<file path="config.mk">
export PLATFORM = sky130hd
export DESIGN_NAME = switch_reader
export DESIGN_NICKNAME = d
export VERILOG_FILES = /design/src/rtl/switch_reader.sv
export SDC_FILE = /design/constraint.sdc
export NUM_CORES = 1
export LEC_CHECK = 0
export CAP_MARGIN = 10
export CORE_MARGIN = 4
export CORE_UTILIZATION = 30
export DETAILED_ROUTE_END_ITERATION = 6
export GPL_ROUTABILITY_DRIVEN = 0
export PLACE_DENSITY = 0.48
export SLEW_MARGIN = 30
export SYNTH_ARGS = -nofsm -noshare
export SYNTH_HDL_FRONTEND = slang
export SYNTH_SLANG_ARGS = --single-unit
</file>
<file path="constraint.sdc">
create_clock -name clk -period 1.6 [get_ports clk]
set_input_delay 0.24 -clock clk [delete_from_list [all_inputs] [get_ports clk]]
set_output_delay 0.24 -clock clk [all_outputs]
set_load 0.03 [all_outputs]
</file>
<file path="src/rtl/switch_reader.sv">
// switch_reader
//
// Periodically scans a chain of external parallel-in/serial-out shift
// registers holding front-panel switch states and presents the last
// complete word.
//
// Ports:
//   clk       in   system clock, rising edge
//   rst_n     in   asynchronous active-low reset
//   enable    in   continuous scanning permitted while high
//   sdata     in   serial data from the shift-register chain
//   sclk      out  shift clock to the chain (registered)
//   sload_n   out  parallel-load strobe to the chain, active-low (registered)
//   switches  out  last complete switch word, MSB = first bit shifted out
//   valid     out  one-cycle pulse: switches has just been updated
//   changed   out  one-cycle pulse with valid when the word differs
//   busy      out  high while a scan is in progress
//
// Parameters:
//   WIDTH     switch bits per scan
//   CLK_DIV   sclk half-period in clk cycles (1..255)
//   GAP       idle cycles between consecutive scans (0..65535)

module switch_reader #(
    parameter int WIDTH   = 24,
    parameter int CLK_DIV = 4,
    parameter int GAP     = 16
) (
    input  logic             clk,
    input  logic             rst_n,
    input  logic             enable,
    input  logic             sdata,
    output logic             sclk,
    output logic             sload_n,
    output logic [WIDTH-1:0] switches,
    output logic             valid,
    output logic             changed,
    output logic             busy
);

    typedef enum logic [2:0] {
        IDLE,
        LOAD,
        SHIFT_LO,
        SHIFT_HI,
        DONE,
        GAP_WAIT
    } state_t;

    // Bit counter must hold the value WIDTH itself (the terminal count).
    localparam int              BW       = $clog2(WIDTH + 1);
    localparam logic [7:0]      PH_LAST  = 8'(CLK_DIV - 1);
    localparam logic [BW-1:0]   BIT_LAST = BW'(WIDTH);
    localparam logic [15:0]     GAP_LAST = 16'(GAP);

    state_t             state_q, state_d;
    logic [7:0]         phase_q, phase_d;
    logic [BW-1:0]      bit_q, bit_d;
    logic [BW-1:0]      bit_inc;
    logic [15:0]        gap_q, gap_d;
    logic [WIDTH-1:0]   shift_q, shift_d;
    logic [WIDTH-1:0]   switches_q, switches_d;
    logic               valid_q, valid_d;
    logic               changed_q, changed_d;
    logic               busy_q, busy_d;
    logic               sclk_q, sclk_d;
    logic               sload_n_q, sload_n_d;
    // Holds off the first LOAD until the second clock edge after reset.
    logic               arm_q, arm_d;
    logic               phase_last;

    always_comb begin
        state_d    = state_q;
        phase_d    = phase_q;
        bit_d      = bit_q;
        bit_inc    = bit_q + BW'(1);
        gap_d      = gap_q;
        shift_d    = shift_q;
        switches_d = switches_q;
        valid_d    = 1'b0;
        changed_d  = 1'b0;
        arm_d      = 1'b1;
        phase_last = (phase_q == PH_LAST);

        case (state_q)
            IDLE: begin
                if (enable && arm_q) begin
                    state_d = LOAD;
                    phase_d = 8'd0;
                end
            end
            LOAD: begin
                if (phase_last) begin
                    state_d = SHIFT_LO;
                    phase_d = 8'd0;
                    bit_d   = '0;
                end else begin
                    phase_d = phase_q + 8'd1;
                end
            end
            SHIFT_LO: begin
                if (phase_last) begin
                    // Sample at the end of the low phase; shifting left
                    // leaves the first bit in the MSB after WIDTH samples.
                    shift_d = (shift_q << 1) | WIDTH'(sdata);
                    state_d = SHIFT_HI;
                    phase_d = 8'd0;
                end else begin
                    phase_d = phase_q + 8'd1;
                end
            end
            SHIFT_HI: begin
                if (phase_last) begin
                    bit_d   = bit_inc;
                    phase_d = 8'd0;
                    state_d = (bit_inc == BIT_LAST) ? DONE : SHIFT_LO;
                end else begin
                    phase_d = phase_q + 8'd1;
                end
            end
            DONE: begin
                // switches/valid/changed register here and appear on the
                // following cycle, together with the first post-scan state.
                switches_d = shift_q;
                valid_d    = 1'b1;
                changed_d  = (shift_q != switches_q);
                gap_d      = 16'd0;
                state_d    = (GAP > 0) ? GAP_WAIT : IDLE;
            end
            GAP_WAIT: begin
                // The first GAP_WAIT cycle carries the valid pulse; GAP
                // further idle cycles follow before returning to IDLE.
                if (gap_q == GAP_LAST) begin
                    state_d = IDLE;
                end else begin
                    gap_d = gap_q + 16'd1;
                end
            end
            default: begin
                state_d = IDLE;
            end
        endcase

        // Chain-facing outputs are decoded from the next state so the
        // registered pins line up with the state they belong to.
        sclk_d    = (state_d == SHIFT_HI);
        sload_n_d = (state_d != LOAD);
        busy_d    = (state_d == LOAD) || (state_d == SHIFT_LO) ||
                    (state_d == SHIFT_HI) || (state_d == DONE);
    end

    always_ff @(posedge clk or negedge rst_n) begin
        if (!rst_n) begin
            state_q    <= IDLE;
            phase_q    <= 8'd0;
            bit_q      <= '0;
            gap_q      <= 16'd0;
            shift_q    <= '0;
            switches_q <= '0;
            valid_q    <= 1'b0;
            changed_q  <= 1'b0;
            busy_q     <= 1'b0;
            sclk_q     <= 1'b0;
            sload_n_q  <= 1'b1;
            arm_q      <= 1'b0;
        end else begin
            state_q    <= state_d;
            phase_q    <= phase_d;
            bit_q      <= bit_d;
            gap_q      <= gap_d;
            shift_q    <= shift_d;
            switches_q <= switches_d;
            valid_q    <= valid_d;
            changed_q  <= changed_d;
            busy_q     <= busy_d;
            sclk_q     <= sclk_d;
            sload_n_q  <= sload_n_d;
            arm_q      <= arm_d;
        end
    end

    assign sclk     = sclk_q;
    assign sload_n  = sload_n_q;
    assign switches = switches_q;
    assign valid    = valid_q;
    assign changed  = changed_q;
    assign busy     = busy_q;

endmodule

</file>
### After elaboration in Yosys (flattened, before gate mapping)

Index checks and enable logic that the tools add are counted.

| storage, ports and cells | value |
|---|---|
| flip-flop bits (word level) | 86 |
| input port bits | 4 |
| output and inout bits | 29 |
| logic and storage cells | 64 |

| cells by class | value |
|---|---|
| $add $sub $neg | 3 |
| eq/ne operators | 18 |
| multiplexer cells | 17 |
| bitwise operators | 1 |
| reductions and logical operators | 13 |

Operators by type and width:

| kind | count |
|---|---|
| one-hot mux 16 bit (2 select lines) | 1 |
| != test 24 bit | 1 |
| OR 24 x 1 -> 24 bit | 1 |
| 2-to-1 mux 3 bit | 6 |
| one-hot mux 3 bit (6 select lines) | 1 |
| adder 16 x 1 -> 16 bit (second input constant) | 1 |
| equality test 16 x 5 -> 1 bit (second input constant) | 1 |
| 2-to-1 mux 16 bit | 1 |
| 2-to-1 mux 8 bit | 2 |
| one-hot mux 8 bit (2 select lines) | 1 |
| equality test 3 x 2 -> 1 bit (second input constant) | 4 |
| 2-to-1 mux 5 bit | 2 |
| one-hot mux 5 bit (2 select lines) | 1 |
| equality test 3 bit (second input constant) | 3 |
| adder 8 x 1 -> 8 bit (second input constant) | 1 |
| equality test 8 x 2 -> 1 bit (second input constant) | 1 |
| != test 2 bit (second input constant) | 4 |
| equality test 3 x 1 -> 1 bit (second input constant) | 2 |
| AND reduction 2 bit | 3 |
| nonzero test 2 bit | 3 |
| adder 5 x 1 -> 5 bit (second input constant) | 1 |
| equality test 5 bit (second input constant) | 1 |
| logical NOT 3 bit | 1 |
| logical OR 1 bit | 3 |
| 5 further kinds | 6 |

### Depth between registers and ports, before layout

Gate-level depths: netlist (run 1).

| depth | value |
|---|---|
| word-level depth | 9 |
| depth in mapped cells | 6 |
| depth with buffers taken out | 6 |

### Worst setup path after synthesis (run 1)

Ideal clock, no wire load.

| timing path | value |
|---|---|
| kind | reg-to-reg |
| from | register phase_q[0] |
| to | register shift_q[10] |
| library setup time | 0.125 ns |
| data arrival time | 1.595 ns |
| data required time | 1.475 ns |
| slack | -0.120 ns |
| stages on the path, launching flop included | 7 |
| path buffers | 1 |
| period minus slack after synthesis | 1.720 ns |
| path through | dfrtp_1 > ha_1 > nor3b_1 > and2_4 > nand2_4 > buf_6 > mux2_4 |

| on the way | value |
|---|---|
| cells in the longest elaborated chain, start to end | 2 |

RTL lines:

| element | line | text |
|---|---|---|
| from (decl) | 57 | `logic [7:0] phase_q, phase_d;` |
| from (signal assigned) | 168 | `phase_q <= phase_d;` |
| equality test 8 x 2 -> 1 bit | 83 | `phase_last = (phase_q == PH_LAST);` |
| AND reduction 2 bit (no line) | - |  |
| to (signal assigned) | 171 | `shift_q <= shift_d;` |
| to (decl) | 61 | `logic [WIDTH-1:0] shift_q, shift_d;` |

Every way passes these cells.
A chain may end at the register's enable or synchronous reset.

### Worst setup path in the final report (run 1)

| timing path | value |
|---|---|
| from | register phase_q[0] |
| to | register phase_q[5] |

| on the way | value |
|---|---|
| cells in the longest elaborated chain, start to end | 3 |
| elaborated cells on any way between the ends | 4 |
| classes of those cells | add/sub (1); eq/ne (1); mux (2) |

RTL lines:

| element | line | text |
|---|---|---|
| adder 8 x 1 -> 8 bit / equality test 8 x 2 -> 1 bit (equally long branches) | - |  |
| 2-to-1 mux 8 bit * | 93, 102, 113 |  |
| one-hot mux 8 bit (2 select lines) * | 85 | `case (state_q)` |

Every way passes the cells marked *; elsewhere a longest branch is shown, timed or not.

==> qor.yml, run 1 <==
global_routing:
  grt_max_degree: 31
  antenna_found_initial: 0
  grt.total_usage_pct: 12.5
  overflow: 0
  grt_pass1_vias: 3151
  grt_first_pass_wirelength_microns: 16200
cts:
  numCtsBuffers: 9
  cts_buffer_depth: 2
  cts-root-buf: "clkbuf_16"
  h-tree-depth: 3
  clk_latency_ns: 0.35
  cts.sinks: 86
  cts_tree: "built"
  path_clk_slew_ns: 0.06
route:
  wl_per_cell_microns: 13.9
  drt.antenna.violating_nets: 0
  vias: 3126
  drt_wl_total_microns: 9380
  dr.pass1.iters: 4
  drc: 0
  via_per_inst: 4.64
  drtIter0Drc: 153
pwr:
  power_leakage_uw: 0.00287
  p_total_uw: 4450
  peakVddDrop_mv: 0.397
  powerDensity_mw_per_mm2: 806
logic_synthesis:
  syn_area_per_cell_sq_um: 10.4
  synth-edff-count: 0
  seq_area_frac_synth_pct: 51.1
  ys_ff_latch: 86
  synth_ff_type: "dfrtp_1"
  synth_cell_types: 48
  synthArstFlopShare_pct: 100
  yosys_warnings: 0
  postSynthCellCount: 404
  synth_nets: 412
  syn_area_sq_mm: 0.00422
layout:
  final_common_cell: "nand2_1"
  stdcell_count: 673
  syn2layout_area_growth_pct: 31.0
  antenna_cells: 0
  finalNetCount: 496
  drive_gt1_share_pct: 23.7
  layout_common_cells: "nand2_1, dfrtp_1, buf_4"
  fillCellCount: 1353
  multiInputGateArea_sq_mm: 0.00202
  regArea_sq_mm: 0.00216
  final_core_util_pct: 40.0
placement:
  dp_hpwl_microns: 6730
  dp_slack_ns: -0.0445
  place_inst: 650
  numPortBuffers: 32
sta:
  period_share_pct: 101
  clock_skew_ns: 0.00582
  fin_ws_ns: -0.0209
  finalMaxSlewViolations: 0
  clock.fmax_mhz: 617
  finalHoldViolCount: 0
  rsz0062_at_grt: "true"
  post-route-min-period_ns: 1.62
  setup_viol: 15
job:
  maxCapViolations: 0
critical_path:
  critical_path_arrival_ns: 1.86
  start_kind: "flip-flop"
  cp_max_fo: 8
  cp-end-kind: "flip-flop"
  path_class: "reg -> reg"
  worstPathRequired_ns: 1.84
die:
  io-pin-count: 33
  die_w_microns: 127
  fp.dieArea_sq_mm: 0.0160
  core_sq_mm: 0.0138
  die_y_microns: 127
  initial_utilization_pct: 30.5
  row_count: 43
hold_path:
  hold_path_class: "in -> async"
outcome:
  violations: "setup timing"
  status: "complete, but fails checks"
[registers in the layout, indices dropped and copies added, names as in the netlist]
name / count
valid: 1
switches: 24
busy: 1
state_q: 3
gap_q: 16
sclk: 1
changed: 1
phase_q: 8
sload_n: 1
arm_q: 1
bit_q: 5
shift_q: 24
[synth_stat cells (2+ instances only)]
cell	instances	area share, %
and4_1	2	0.42
or3_1	3	0.45
or2_2	2	0.30
nand3_1	19	2.3
buf_2	8	0.95
a22o_1	6	1.2
o21ai_0	9	1.1
clkbuf_1	4	0.36
ha_1	4	1.2
mux2_4	20	7.1
xor2_1	2	0.42
mux2_2	5	1.3
mux2i_1	11	2.6
nor4_1	4	0.59
dfrtp_1	85	50
inv_1	8	0.71
nand4_1	11	1.6
and3_1	8	1.2
a21oi_1	12	1.4
nor2_1	15	1.3
xnor2_1	29	6.0
a21o_1	4	0.71
a31o_2	2	0.42
nor3_1	3	0.36
buf_6	2	0.53
nor3b_1	2	0.36
nand2b_1	9	1.3
nand2_1	95	8.5
[metrics by stage]
| stage | cell area [sq um] | TNS (ns) | hold WS (ns) |
|---|---|---|---|
| after floorplan | 4240 | -0.187 | -0.0556 |
| after global placement | 5140 | -0.0128 | 0.227 |
| after detailed placement | 5140 | -0.150 | 0.229 |
| after CTS | 5440 | 0 | 0.389 |
| after global routing | 5530 | -2.46 | 0.439 |
| final | 5530 | -0.0733 | 0.386 |
[cell families after synthesis]
family / Yosys count / share of synthesized area [%]
xor gates and xnor gates: 31 / 6.44
buffers and inverters: 24 / 2.73
other: 1 / 0.0889
and+or+nand+nor: 184 / 21.7
muxes: 36 / 11.1
DFF: 86 / 51.1
adders and majority gates: 4 / 1.19
AOI/OAI and AO/OA: 38 / 5.73
[power breakdown]
group / internal [uW] / switching [uW] / total (uW) / leakage, uW
Sequential: 2180 / 1.80 / 2180 / 0.00116
Combinational: 22.5 / 49.8 / 72.3 / 0.00156
Clock: 1270 / 931 / 2200 / 0.000151
Total: 3470 / 982 / 4450 / 0.00287
[cell type report]
type / instances / area share [%]
Clock buffer: 11 / 4.39
Sequential cell: 86 / 39.0
Tap cell: 180 / 4.08
Clock inverter: 5 / 1.18
Timing Repair Buffer: 88 / 14.2
Inverter: 9 / 0.611
Multi-Input combinational cell: 294 / 36.5
[per-layer routing]
metal	GRT usage, %	routed length, microns	part of all wire (%)	up-vias
met5	0	0	0	-
met4	4.54	102	1.1	0
met3	3.49	380	4.0	9
met2	19.6	4470	48	44
met1	16.7	4440	47	1528
li1	-	-	-	1545
[final timing paths]
kind / endpoint / slack, ns / cells past startpoint / startpoint
worst max register to register: phase_q[5] / -0.02 / 7 / phase_q[0]
worst min register to register: bit_q[1] / 0.52 / 1 / bit_q[1]
max in group asynchronous: switches[20] / 0.71 / 3 / rst_n
worst min-delay path: switches[9] / 0.39 / 2 / rst_n
worst max-delay path: phase_q[5] / -0.02 / 7 / phase_q[0]
min in group clk: shift_q[0] / 0.51 / 2 / sdata
[critical path: stages, from the launching register on]
cell and delay, ns:
dfrtp_1 0.40, ha_4 0.18, nor3b_4 0.20, buf_4 0.16, a21oi_2 0.05, buf_4 0.16
a21o_1 0.15, a22o_1 0.22
[timing repair]
action                                 in CTS  in global routing
resized for setup                          29                 10
setup buffers                               2                  4
hold buffers                                1                  0
pin swaps                                   2                  5
setup endpoints to repair                  39                 59
endpoints found under the hold margin      27                  0
Power figures use the tool's default switching activity.
==> inputs of run 2 (changes only) <==
Settings changed: SKIP_LAST_GASP set to 1.
==> run 2 against run 1 <==
The run still ends with setup timing left. Maximum frequency did not move. Setup slack stayed put. Clock power hardly changed. Non-clock buffer count unchanged. Critical endpoint unchanged. Flip-flop and latch count unchanged. Largest cell class unchanged.
==> qor.yml, run 2 (same netlist as run 1, synthesis figures left out) <==
pwr:
  clkPwrFrac_pct: 49.5
  power_leakage_uw: 0.00287
  peakVddDrop_mv: 0.397
  p_sw_share_pct: 22.1
  p_int_uw: 3470
  p_seq_share_pct: 48.9
  power_frac_comb_pct: 1.6
  switching_power_uw: 982
  powerDensity_mw_per_mm2: 806
critical_path:
  crit-reg2reg-launch: "phase_q[0]"
  start_kind: "flip-flop"
  critical_path_arrival_ns: 1.86
  regToRegSetupSlack_ns: -0.02
  worstPathCellList: "ha_4 > nor3b_4 > buf_4 > a21oi_2 > buf_4 > a21o_1 > a22o_1"
  crit_path_frequent_cell: "buf_4"
  cp_slowest_cell: "dfrtp_1"
  worstPathRequired_ns: 1.84
  cp-end-kind: "flip-flop"
  path_class: "reg -> reg"
  startpoint: "phase_q[0]"
  critPathMaxStageDelay_ns: 0.40
  cp_max_fo: 8
sta:
  rsz0062_at_grt: "true"
  period_share_pct: 101
  clock_skew_ns: 0.00583
  finalMaxSlewViolations: 0
  setup_viol: 15
  hold_ws_ns: 0.386
  fin_ws_ns: -0.0209
  clock.fmax_mhz: 617
  post-route-min-period_ns: 1.62
  finalHoldViolCount: 0
route:
  wl_per_cell_microns: 13.9
  drt_wl_total_microns: 9380
  vias: 3126
  drtIter0Drc: 153
  dr.pass1.iters: 4
  drc: 0
  via_per_inst: 4.64
  drt.antenna.violating_nets: 0
global_routing:
  grt_pass1_vias: 3151
  grt_first_pass_wirelength_microns: 16200
  antenna_found_initial: 0
  grt_max_degree: 31
  grt.total_usage_pct: 12.5
  overflow: 0
layout:
  drive_gt1_share_pct: 23.7
  layout_common_cells: "nand2_1, dfrtp_1, buf_4"
  syn2layout_area_growth_pct: 31.0
  final_common_cell: "nand2_1"
  finalNetCount: 496
  antenna_cells: 0
cts:
  cts_tree: "built"
  h-tree-depth: 3
  clk_latency_ns: 0.35
  numCtsBuffers: 9
  cts_buffer_depth: 2
  cts.sinks: 86
  cts-root-buf: "clkbuf_16"
  path_clk_slew_ns: 0.06
die:
  core_sq_mm: 0.0138
  fp.dieArea_sq_mm: 0.0160
  io-pin-count: 33
  die_y_microns: 127
  initial_utilization_pct: 30.5
  die_w_microns: 127
  row_count: 43
placement:
  numPortBuffers: 32
  dp_slack_ns: -0.0445
  dp_hpwl_microns: 6730
hold_path:
  hold_path_class: "in -> async"
outcome:
  status: "complete, but fails checks"
  violations: "setup timing"
job:
  maxCapViolations: 0
==> run 2: cell counts in the layout (fill, tap and decap cells not counted) <==
Identical to the previous run, type by type.
==> run 2: worst max-delay path: cells and delay by family, from the launching register on <==
kind                     cells  cell delay (ns)
AND/OR/NAND/NOR              1             0.20
buffers and inverters        2             0.32
AO/OA/AOI/OAI                3             0.42
flip-flops                   1             0.40
adder cells (fa/ha/maj)      1             0.18
==> run 2: layout make-up <==
cell class | instances | area (sq um)
Fill cell | 1353 | 8300
Clock buffer | 11 | 243
Multi-Input combinational cell | 294 | 2020
Timing Repair Buffer | 88 | 783
Sequential cell | 86 | 2160
Inverter | 9 | 33.8
Clock inverter | 5 | 65.1
Tap cell | 180 | 225
==> run 2: what timing repair did <==
action,in CTS,in global routing
hold endpoints to repair,27,0
endpoints found under the setup margin,39,59
buffers inserted,2,4
gates cloned,0,0
hold buffers,1,0
gates resized for setup,29,10
pin swaps,2,4
==> run 2: power groups by stage <==
stage	clock network, uW	registers [uW]	logic [uW]
finish	2200	2180	72.3
global route	2370	2180	85.5
CTS	2280	2180	77.8
detailed placement	0	2220	76.1
global placement	0	2220	75.8
floorplan	0	2220	6.10
==> run 2: metal layers <==
| layer | vias to the layer above | part of all wire, % | global-route usage [%] |
|---|---|---|---|
| met5 | - | 0 | 0 |
| met4 | 0 | 1.1 | 4.54 |
| met3 | 9 | 4.0 | 3.49 |
| met2 | 44 | 48 | 19.6 |
| met1 | 1528 | 47 | 16.7 |
| li1 | 1545 | - | - |
==> run 2: final timing paths <==
kind | end | cells after the start
max | phase_q[5] | 7
min | switches[9] | 2
max reg2reg | phase_q[5] | 7
min reg2reg | bit_q[1] | 1
max in group asynchronous | switches[20] | 3
min in group clk | shift_q[0] | 2
==> run 2: stage by stage <==
stage	util [%]	cells	area (sq um)	setup TNS, ns	total power (uW)
after floorplan	-	404	4240	-0.187	2230
after global routing	40.0	673	5530	-2.47	4630
after global placement	37.1	650	5140	-0.0128	2290
after detailed placement	37.1	650	5140	-0.150	2300
final	40.0	673	5530	-0.0733	4450
after CTS	39.3	669	5440	0	4530
==> inputs of run 3 (changes only) <==
Settings changed: CELL_PAD_IN_SITES_DETAIL_PLACEMENT set to 0, CELL_PAD_IN_SITES_GLOBAL_PLACEMENT set to 1, PLACE_DENSITY 0.48 to 0.58.
==> run 3 against run 2 <==
Largest power group unchanged. Worst hold slack better by 0.055 ns. The run still ends with setup timing left. Utilization is 0.090 points higher. Sequential power hardly changed. Flip-flop and latch count unchanged. Sequential share of layout area decreased by 0.11 points.
==> qor.yml, run 3 (same netlist as run 1, synthesis figures left out) <==
outcome:
  status: "complete, but fails checks"
  violations: "setup timing"
pwr:
  p_seq_share_pct: 46.6
  power_leakage_uw: 0.00284
  p_sw_share_pct: 19.5
  p_total_uw: 4670
  clkPwrFrac_pct: 51.9
  peakVddDrop_mv: 0.497
  switching_power_uw: 911
  p_int_uw: 3760
  powerDensity_mw_per_mm2: 843
  power_frac_comb_pct: 1.4
route:
  drc: 0
  vias: 3093
  drt_wl_total_microns: 9570
  via_per_inst: 4.61
  dr.pass1.iters: 4
  wl_per_cell_microns: 14.3
  drt.antenna.violating_nets: 0
  drtIter0Drc: 130
die:
  io-pin-count: 33
  fp.dieArea_sq_mm: 0.0160
  row_count: 43
  die_w_microns: 127
  die_y_microns: 127
  initial_utilization_pct: 30.5
  core_sq_mm: 0.0138
global_routing:
  grt.total_usage_pct: 12.5
  grt_max_degree: 87
  antenna_found_initial: 0
  grt_pass1_vias: 3187
  overflow: 0
  grt_first_pass_wirelength_microns: 16200
layout:
  fillCellCount: 1372
  finalNetCount: 494
  syn2layout_area_growth_pct: 31.3
  multiInputGateArea_sq_mm: 0.00204
  layout_common_cells: "nand2_1, dfrtp_1, buf_4"
  fin_area_sq_mm: 0.00554
  antenna_cells: 0
  regArea_sq_mm: 0.00215
  final_common_cell: "nand2_1"
  drive_gt1_share_pct: 25.3
  stdcell_count: 671
cts:
  cts_buffer_depth: 2
  cts_tree: "built"
  clk_latency_ns: 0.34
  numCtsBuffers: 9
  cts-root-buf: "clkbuf_16"
  path_clk_slew_ns: 0.06
  cts.sinks: 86
  h-tree-depth: 3
sta:
  setup_viol: 20
  fin_ws_ns: -0.0323
  clock_skew_ns: 0.00911
  worstMarginPinSlew_ns: 0.519
  period_share_pct: 102
  clock.fmax_mhz: 613
  finalHoldViolCount: 0
  hold_ws_ns: 0.440
  finalMaxSlewViolations: 0
  post-route-min-period_ns: 1.63
  max_slew_margin_pct: 65.4
  rsz0062_at_grt: "true"
critical_path:
  cp_max_fo: 20
  cp-end-kind: "flip-flop"
  worstPathRequired_ns: 1.81
  start_kind: "flip-flop"
  critical_path_arrival_ns: 1.85
  path_class: "reg -> reg"
job:
  maxCapViolations: 0
placement:
  place_inst: 651
  dp_hpwl_microns: 6750
  dpl_cell_area_sq_mm: 0.00511
  numPortBuffers: 32
hold_path:
  hold_path_class: "in -> async"
[run 3: final cells by class]
class | instances | area share (%)
clock inverters | 6 | 1.97
repair buffers | 86 | 13.2
multi-input cells | 294 | 36.9
inverters | 9 | 0.610
flip-flops and latches | 86 | 38.9
clock buffers | 10 | 4.32
well taps | 180 | 4.07
[run 3: per-layer routing]
layer	vias up	track usage (%)	part of all wire [%]	wire length (microns)
li1	1543	-	-	-
met1	1505	16.8	48	4610
met2	36	20.2	48	4550
met3	9	2.99	3.2	303
met4	0	3.41	1.2	112
met5	-	0	0	0
[run 3: what timing repair did]
action,4_1_cts,5_1_grt
setup buffers,0,3
pin swaps,1,6
endpoints found under the hold margin,85,0
hold buffers,1,0
resized for setup,30,19
endpoints found under the setup margin,52,76
[run 3: through the flow]
stage / TNS, ns / util, % / setup slack, ns
after global routing: -2.32 / 40.1 / -0.110
after detailed placement: -0.0187 / 36.9 / -0.0133
after global placement: -0.0135 / 36.9 / -0.0135
final: -0.347 / 40.1 / -0.0323
after CTS: -0.379 / 39.3 / -0.0313
after floorplan: -0.187 / - / -0.00933
[run 3: critical path: stages (launching register included)]
cell and delay [ns]:
dfrtp_1 0.44, nor4_4 0.32, and2_4 0.21, nand2_4 0.05, buf_12 0.17, mux2_4 0.31
[run 3: worst paths after layout]
check / slack [ns] / cells past startpoint / endpoint / from
hold / removal: 0.44 / 3 / gap_q[10] / rst_n
setup reg to reg: -0.03 / 5 / shift_q[4] / phase_q[4]
hold reg to reg: 0.51 / 1 / bit_q[1] / bit_q[1]
setup / recovery: -0.03 / 5 / shift_q[4] / phase_q[4]
max in group asynchronous: 0.70 / 3 / phase_q[6] / rst_n
min in group clk: 0.51 / 1 / bit_q[1] / bit_q[1]
[run 3: power by group through the flow]
stage	Combinational (uW)	Sequential (uW)	Clock [uW]
2_1_floorplan	6.10	2220	0
3_3_place_gp	68.8	2220	0
3_5_place_dp	68.5	2220	0
4_1_cts	70.3	2180	2490
5_1_grt	78.2	2180	2570
6_report	66.0	2180	2430
